## src/rtl/pipe_reg.sv

```systemverilog
// rtl/pipe_reg.sv - two-entry skid pipeline register with flush and bubble control zeroing.
// Optional stall counter output stall_cnt_o enabled by macro PIPE_REG_STALL_CNT_EN.
module pipe_reg #(
    parameter int DATA_W = 69,
    parameter int CTRL_W = 3
) (
    input  logic              clk_i,
    input  logic              rst_i,
    input  logic              flush_i,
    input  logic              up_valid_i,
    output logic              up_ready_o,
    input  logic [CTRL_W-1:0] up_ctrl_i,
    input  logic [DATA_W-1:0] up_data_i,
    output logic              dn_valid_o,
    input  logic              dn_ready_i,
    output logic [CTRL_W-1:0] dn_ctrl_o,
    output logic [DATA_W-1:0] dn_data_o
`ifdef PIPE_REG_STALL_CNT_EN
    ,
    output logic [15:0]       stall_cnt_o
`endif
);

    typedef enum logic [1:0] {
        EMPTY = 2'd0,
        ONE   = 2'd1,
        FULL  = 2'd2
    } state_t;

    state_t              state_q;
    state_t              state_d;
    logic [DATA_W-1:0]   main_data_q;
    logic [CTRL_W-1:0]   main_ctrl_q;
    logic [DATA_W-1:0]   skid_data_q;
    logic [CTRL_W-1:0]   skid_ctrl_q;
    logic                load_main;
    logic                load_skid;
    logic                skid_to_main;
    logic                up_fire;
    logic                dn_fire;

    // Ready depends only on registered state so dn_ready_i never reaches upstream.
    assign up_ready_o = (state_q != FULL);
    assign dn_valid_o = (state_q == ONE) || (state_q == FULL);
    assign dn_data_o  = main_data_q;
    assign dn_ctrl_o  = dn_valid_o ? main_ctrl_q : '0;

    assign up_fire = up_valid_i & up_ready_o;
    assign dn_fire = dn_valid_o & dn_ready_i;

    always_comb begin
        state_d      = state_q;
        load_main    = 1'b0;
        load_skid    = 1'b0;
        skid_to_main = 1'b0;
        case (state_q)
            EMPTY: begin
                if (up_fire) begin
                    load_main = 1'b1;
                    state_d   = ONE;
                end
            end
            ONE: begin
                case ({up_fire, dn_fire})
                    2'b11: load_main = 1'b1;
                    2'b10: begin
                        load_skid = 1'b1;
                        state_d   = FULL;
                    end
                    2'b01: state_d = EMPTY;
                    default: state_d = ONE;
                endcase
            end
            FULL: begin
                if (dn_fire) begin
                    skid_to_main = 1'b1;
                    state_d      = ONE;
                end
            end
            default: state_d = EMPTY;
        endcase
        if (flush_i) begin
            state_d      = EMPTY;
            load_main    = 1'b0;
            load_skid    = 1'b0;
            skid_to_main = 1'b0;
        end
    end

    always_ff @(posedge clk_i) begin
        if (!rst_i) begin
            state_q     <= EMPTY;
            main_data_q <= '0;
            main_ctrl_q <= '0;
            skid_data_q <= '0;
            skid_ctrl_q <= '0;
        end else begin
            state_q <= state_d;
            if (load_main) begin
                main_data_q <= up_data_i;
                main_ctrl_q <= up_ctrl_i;
            end else if (skid_to_main) begin
                main_data_q <= skid_data_q;
                main_ctrl_q <= skid_ctrl_q;
            end
            if (load_skid) begin
                skid_data_q <= up_data_i;
                skid_ctrl_q <= up_ctrl_i;
            end
        end
    end

`ifdef PIPE_REG_STALL_CNT_EN
    logic [15:0] stall_cnt_q;

    // Saturating; deliberately not cleared by flush so stall history survives bubbles.
    always_ff @(posedge clk_i) begin
        if (!rst_i) begin
            stall_cnt_q <= '0;
        end else if (dn_valid_o && !dn_ready_i && (stall_cnt_q != 16'hFFFF)) begin
            stall_cnt_q <= stall_cnt_q + 16'd1;
        end
    end

    assign stall_cnt_o = stall_cnt_q;
`endif

endmodule
```

## config.mk

```make
export PLATFORM = sky130hd
export DESIGN_NAME = pipe_reg
export DESIGN_NICKNAME = d
export VERILOG_FILES = /design/src/rtl/pipe_reg.sv
export SDC_FILE = /design/constraint.sdc
export NUM_CORES = 1
export LEC_CHECK = 0
export ABC_AREA = 1
export ABC_CLOCK_PERIOD_IN_PS = 5850
export BUFFER_PORTS_ARGS = -buffer_cell sky130_fd_sc_hd__buf_2
export CAP_MARGIN = 10
export CELL_PAD_IN_SITES_DETAIL_PLACEMENT = 2
export CELL_PAD_IN_SITES_GLOBAL_PLACEMENT = 2
export CORE_MARGIN = 2
export CORE_UTILIZATION = 32
export DETAILED_ROUTE_END_ITERATION = 8
export HOLD_SLACK_MARGIN = 0.02
export PLACE_DENSITY_LB_ADDON = 0.1
export SYNTH_ARGS = -nofsm -noshare
export SYNTH_HDL_FRONTEND = slang
export SYNTH_SLANG_ARGS = --single-unit
```

## constraint.sdc

```tcl
create_clock -name clk_i -period 5.85 [get_ports clk_i]
set_input_delay 1.17 -clock clk_i [delete_from_list [all_inputs] [get_ports clk_i]]
set_output_delay 1.17 -clock clk_i [all_outputs]
set_load 0.005 [all_outputs]
```

==> results.yml <==
hold_path:
  timing.hold.worst.start: "dn_data_o[47]"
  worst_hold_path_type: "reg2reg"
synthesis:
  post-synth-top-area-cell: "sky130_fd_sc_hd__dfxtp_1"
  post_synth_inst_count: 1009
  synth_largest_type_area_fraction_pct: 41.9
  synth_fp_nets: 1092
  synthTopCellsByArea: "sky130_fd_sc_hd__dfxtp_1 42%, sky130_fd_sc_hd__nand3_1 10%, sky130_fd_sc_hd__nand2_1 8.1%, sky130_fd_sc_hd__nand4_1 6.5%, sky130_fd_sc_hd__a21oi_1 5.3%"
  cell_area_after_synthesis_um2: 6980
  yosysSeqAreaShare_pct: 41.9
  synth-warning-count: 0
  post_synth.cell_area_avg_um2: 6.91
  synth.lib_cells_used.distinct: 20
  synth_register_bits: 146
timing:
  drv_slew: 0
  maxSlewHeadroom_pct: 33.8
  finalCriticalPeriod_ps: 3230
  final.period_utilization_pct: 55.3
  fmax_mhz: 309
  grt_setup_unrepaired: "false"
  finalSetupTns_ps: 0
  report.final.setup_viol: 0
  hold_violations: 0
  worst-slew-pin-transition_ps: 994
  timing.clock.skew_ps: 9.79
pwr:
  totalPowerFinal_mw: 2.49
  vdd.ir_drop.worst_mv: 0.182
  power_per_cell_area_nw_per_um2: 299
  internal_power_mw: 1.82
  pwr-share-clk_pct: 45.4
  power_leakage_nw: 3.97
  p_sw_share_pct: 26.9
  p_comb_share_pct: 11.8
  switching_power_uw: 670
  seq_power_share_pct: 42.9
routing:
  routed_wl_mm: 24.7
  drcViolationCount: 0
  drtPass1Iterations: 6
  detail-route-antenna-nets: 0
  drt_iter0_markers: 245
  dr_total_vias: 7310
  wl_per_cell_um: 17.9
  post_drt_via_cell_ratio: 5.29
finish:
  post_route_cells_drive_above_1_share_pct: 18.1
  final_cell_count_no_fill: 1382
  final_area_um2: 8330
  synthToLayoutAreaGrowth_pct: 19.5
  nNetsFinal: 1171
critical_path:
  worst_setup_path_startpoint: "state_q[0]"
  critPathMaxFanout: 74
  critPathSlowestCell: "sky130_fd_sc_hd__ha_4"
  required_ps: 4680
  critical-path-max-stage-delay_ps: 810
  path_class: "reg2out"
  worstSetupStartpointType: "flip-flop"
  r2r-start: "state_q[0]"
  worstPathCellList: "inv_1 -> ha_4 -> inv_2 -> buf_2"
  data_arrival_time_of_the_critical_path_ps: 2060
  crit_path_capture_type: "primary output"
floorplan:
  die_height_um: 152
  chipWidth_um: 152
  row_count: 54
  total_core_area_um2: 21600
  io_pins: 151
  initial_core_util_pct: 32.3
  die-area_um2: 23000
global_route:
  number_of_antenna_violations_at_the_first_check_in_global_routing: 0
  grt_max_degree: 97
  globalRoute.totalOverflow: 0
  grt_first_pass_wirelength_mm: 39.7
  number_of_global_route_vias_before_repair: 7601
  gr-usage-all-layers_pct: 21.9
cts:
  cts_post_setup_buffers_inserted: 0
  cts_tree: "done"
  post_cts.resized_instances: 0
  cts.path.max_buffers: 2
  cts_num_sinks: 146
  cts_root_buffer: "sky130_fd_sc_hd__clkbuf_16"
  htree_num_levels: 4
  clock_latency_ps: 420
  cts_made_buffers: 17
  hold_buffers: 0
  path_clk_slew_ps: 60
placement:
  place.detailed.hpwl_mm: 14.0
  placedCellCount: 1349
  gpl.final_weighted_congestion: 0.725
  dpl-instance-area_um2: 7730
  count_of_input_and_output_buffers: 150
run_status:
  run_status: "finished clean"
run:
  max_capacitance_violation_total: 0
[cell type report]
type,count,area (µm²)
Fill cell,2663,13300
Multi-Input combinational cell,679,3300
Sequential cell,146,2920
Timing Repair Buffer,159,836
Clock buffer,19,443
Tap cell,280,350
Inverter,85,322
Clock inverter,13,159
Antenna cell,1,2.50
[flip-flops by register name, indices dropped and copies added, names as in the netlist]
| signal | flops |
|---|---|
| skid_ctrl_q | 3 |
| skid_data_q | 69 |
| main_ctrl_q | 3 |
| dn_data_o | 69 |
| state_q | 2 |
[metal layers]
metal,GRT usage [%],wire [µm],vias to the layer above
met5,0,0,-
met1,28.4,11500,3633
met4,5.51,248,0
met3,3.41,685,13
li1,-,-,3555
met2,38.1,12300,109
[final timing paths]
kind	to	slack [ps]	cells past startpoint
worst max register to register	dn_data_o[15]	2890	9
worst min-delay path	dn_data_o[47]	480	2
worst max-delay path	up_ready_o	2620	4
worst min register to register	dn_data_o[47]	480	2
[per-stage QoR]
step / hold WS, ps / worst slack, ps / util, %
detailed placement: 477 / 2210 / 35.7
global route: 512 / 2500 / 38.5
global placement: 469 / 2280 / 35.7
floorplan: 461 / 3540 / -
CTS: 487 / 2580 / 38.5
finish: 484 / 2620 / 38.5
[Yosys cell counts]
master,number
sky130_fd_sc_hd__nor2_2,1
sky130_fd_sc_hd__a21oi_1,74
sky130_fd_sc_hd__nor2_1,77
sky130_fd_sc_hd__nand3_2,2
sky130_fd_sc_hd__o21ai_0,62
sky130_fd_sc_hd__buf_6,1
sky130_fd_sc_hd__nand4_1,73
sky130_fd_sc_hd__nor3_1,72
sky130_fd_sc_hd__nand2_1,151
sky130_fd_sc_hd__inv_1,82
sky130_fd_sc_hd__buf_4,7
sky130_fd_sc_hd__o21ai_1,14
sky130_fd_sc_hd__ha_1,6
sky130_fd_sc_hd__buf_2,44
sky130_fd_sc_hd__buf_1,5
sky130_fd_sc_hd__inv_2,3
sky130_fd_sc_hd__dfxtp_1,146
sky130_fd_sc_hd__clkbuf_1,42
sky130_fd_sc_hd__nand2_4,2
sky130_fd_sc_hd__nand3_1,145
[placed cells by master, fill, tap and decap left out, types with 2 or more instances in the layout]
master,netlist,routed
sky130_fd_sc_hd__a21oi_1,74,74
sky130_fd_sc_hd__nor3_1,72,72
sky130_fd_sc_hd__bufinv_16,0,3
sky130_fd_sc_hd__nand3_1,145,145
sky130_fd_sc_hd__clkinv_4,0,2
sky130_fd_sc_hd__inv_2,3,2
sky130_fd_sc_hd__nand4_1,73,73
sky130_fd_sc_hd__nand2_4,2,2
sky130_fd_sc_hd__clkinvlp_4,0,3
sky130_fd_sc_hd__dfxtp_1,146,146
sky130_fd_sc_hd__o21ai_0,62,62
sky130_fd_sc_hd__clkinv_2,0,4
sky130_fd_sc_hd__nand2_1,151,151
sky130_fd_sc_hd__inv_1,82,82
sky130_fd_sc_hd__nor2_1,77,77
sky130_fd_sc_hd__buf_4,7,10
sky130_fd_sc_hd__buf_2,44,148
sky130_fd_sc_hd__ha_1,6,5
sky130_fd_sc_hd__o21ai_1,14,14
sky130_fd_sc_hd__clkbuf_16,0,17
[power groups by stage]
stage | Sequential (mW) | Combinational [mW] | Clock, mW
floorplan | 1.09 | 0.171 | 0
detailed placement | 1.09 | 0.300 | 0
finish | 1.07 | 0.294 | 1.13
global placement | 1.09 | 0.294 | 0
CTS | 1.07 | 0.301 | 1.16
global route | 1.08 | 0.335 | 1.20
[logic make-up after synthesis]
group | share of synthesized area (%)
flip-flops | 41.9
buffers and inverters | 11.2
adder cells (fa/ha/maj) | 1.08
AO/OA/AOI/OAI | 10.8
AND/OR/NAND/NOR | 35.1
[critical path: cells and delay by family, from the launching register on]
family                   cells  cell delay (ps)
flip-flops                   1              340
adder cells (fa/ha/maj)      1              810
buffers and inverters        3              480
(Power assumes the default switching activity.)
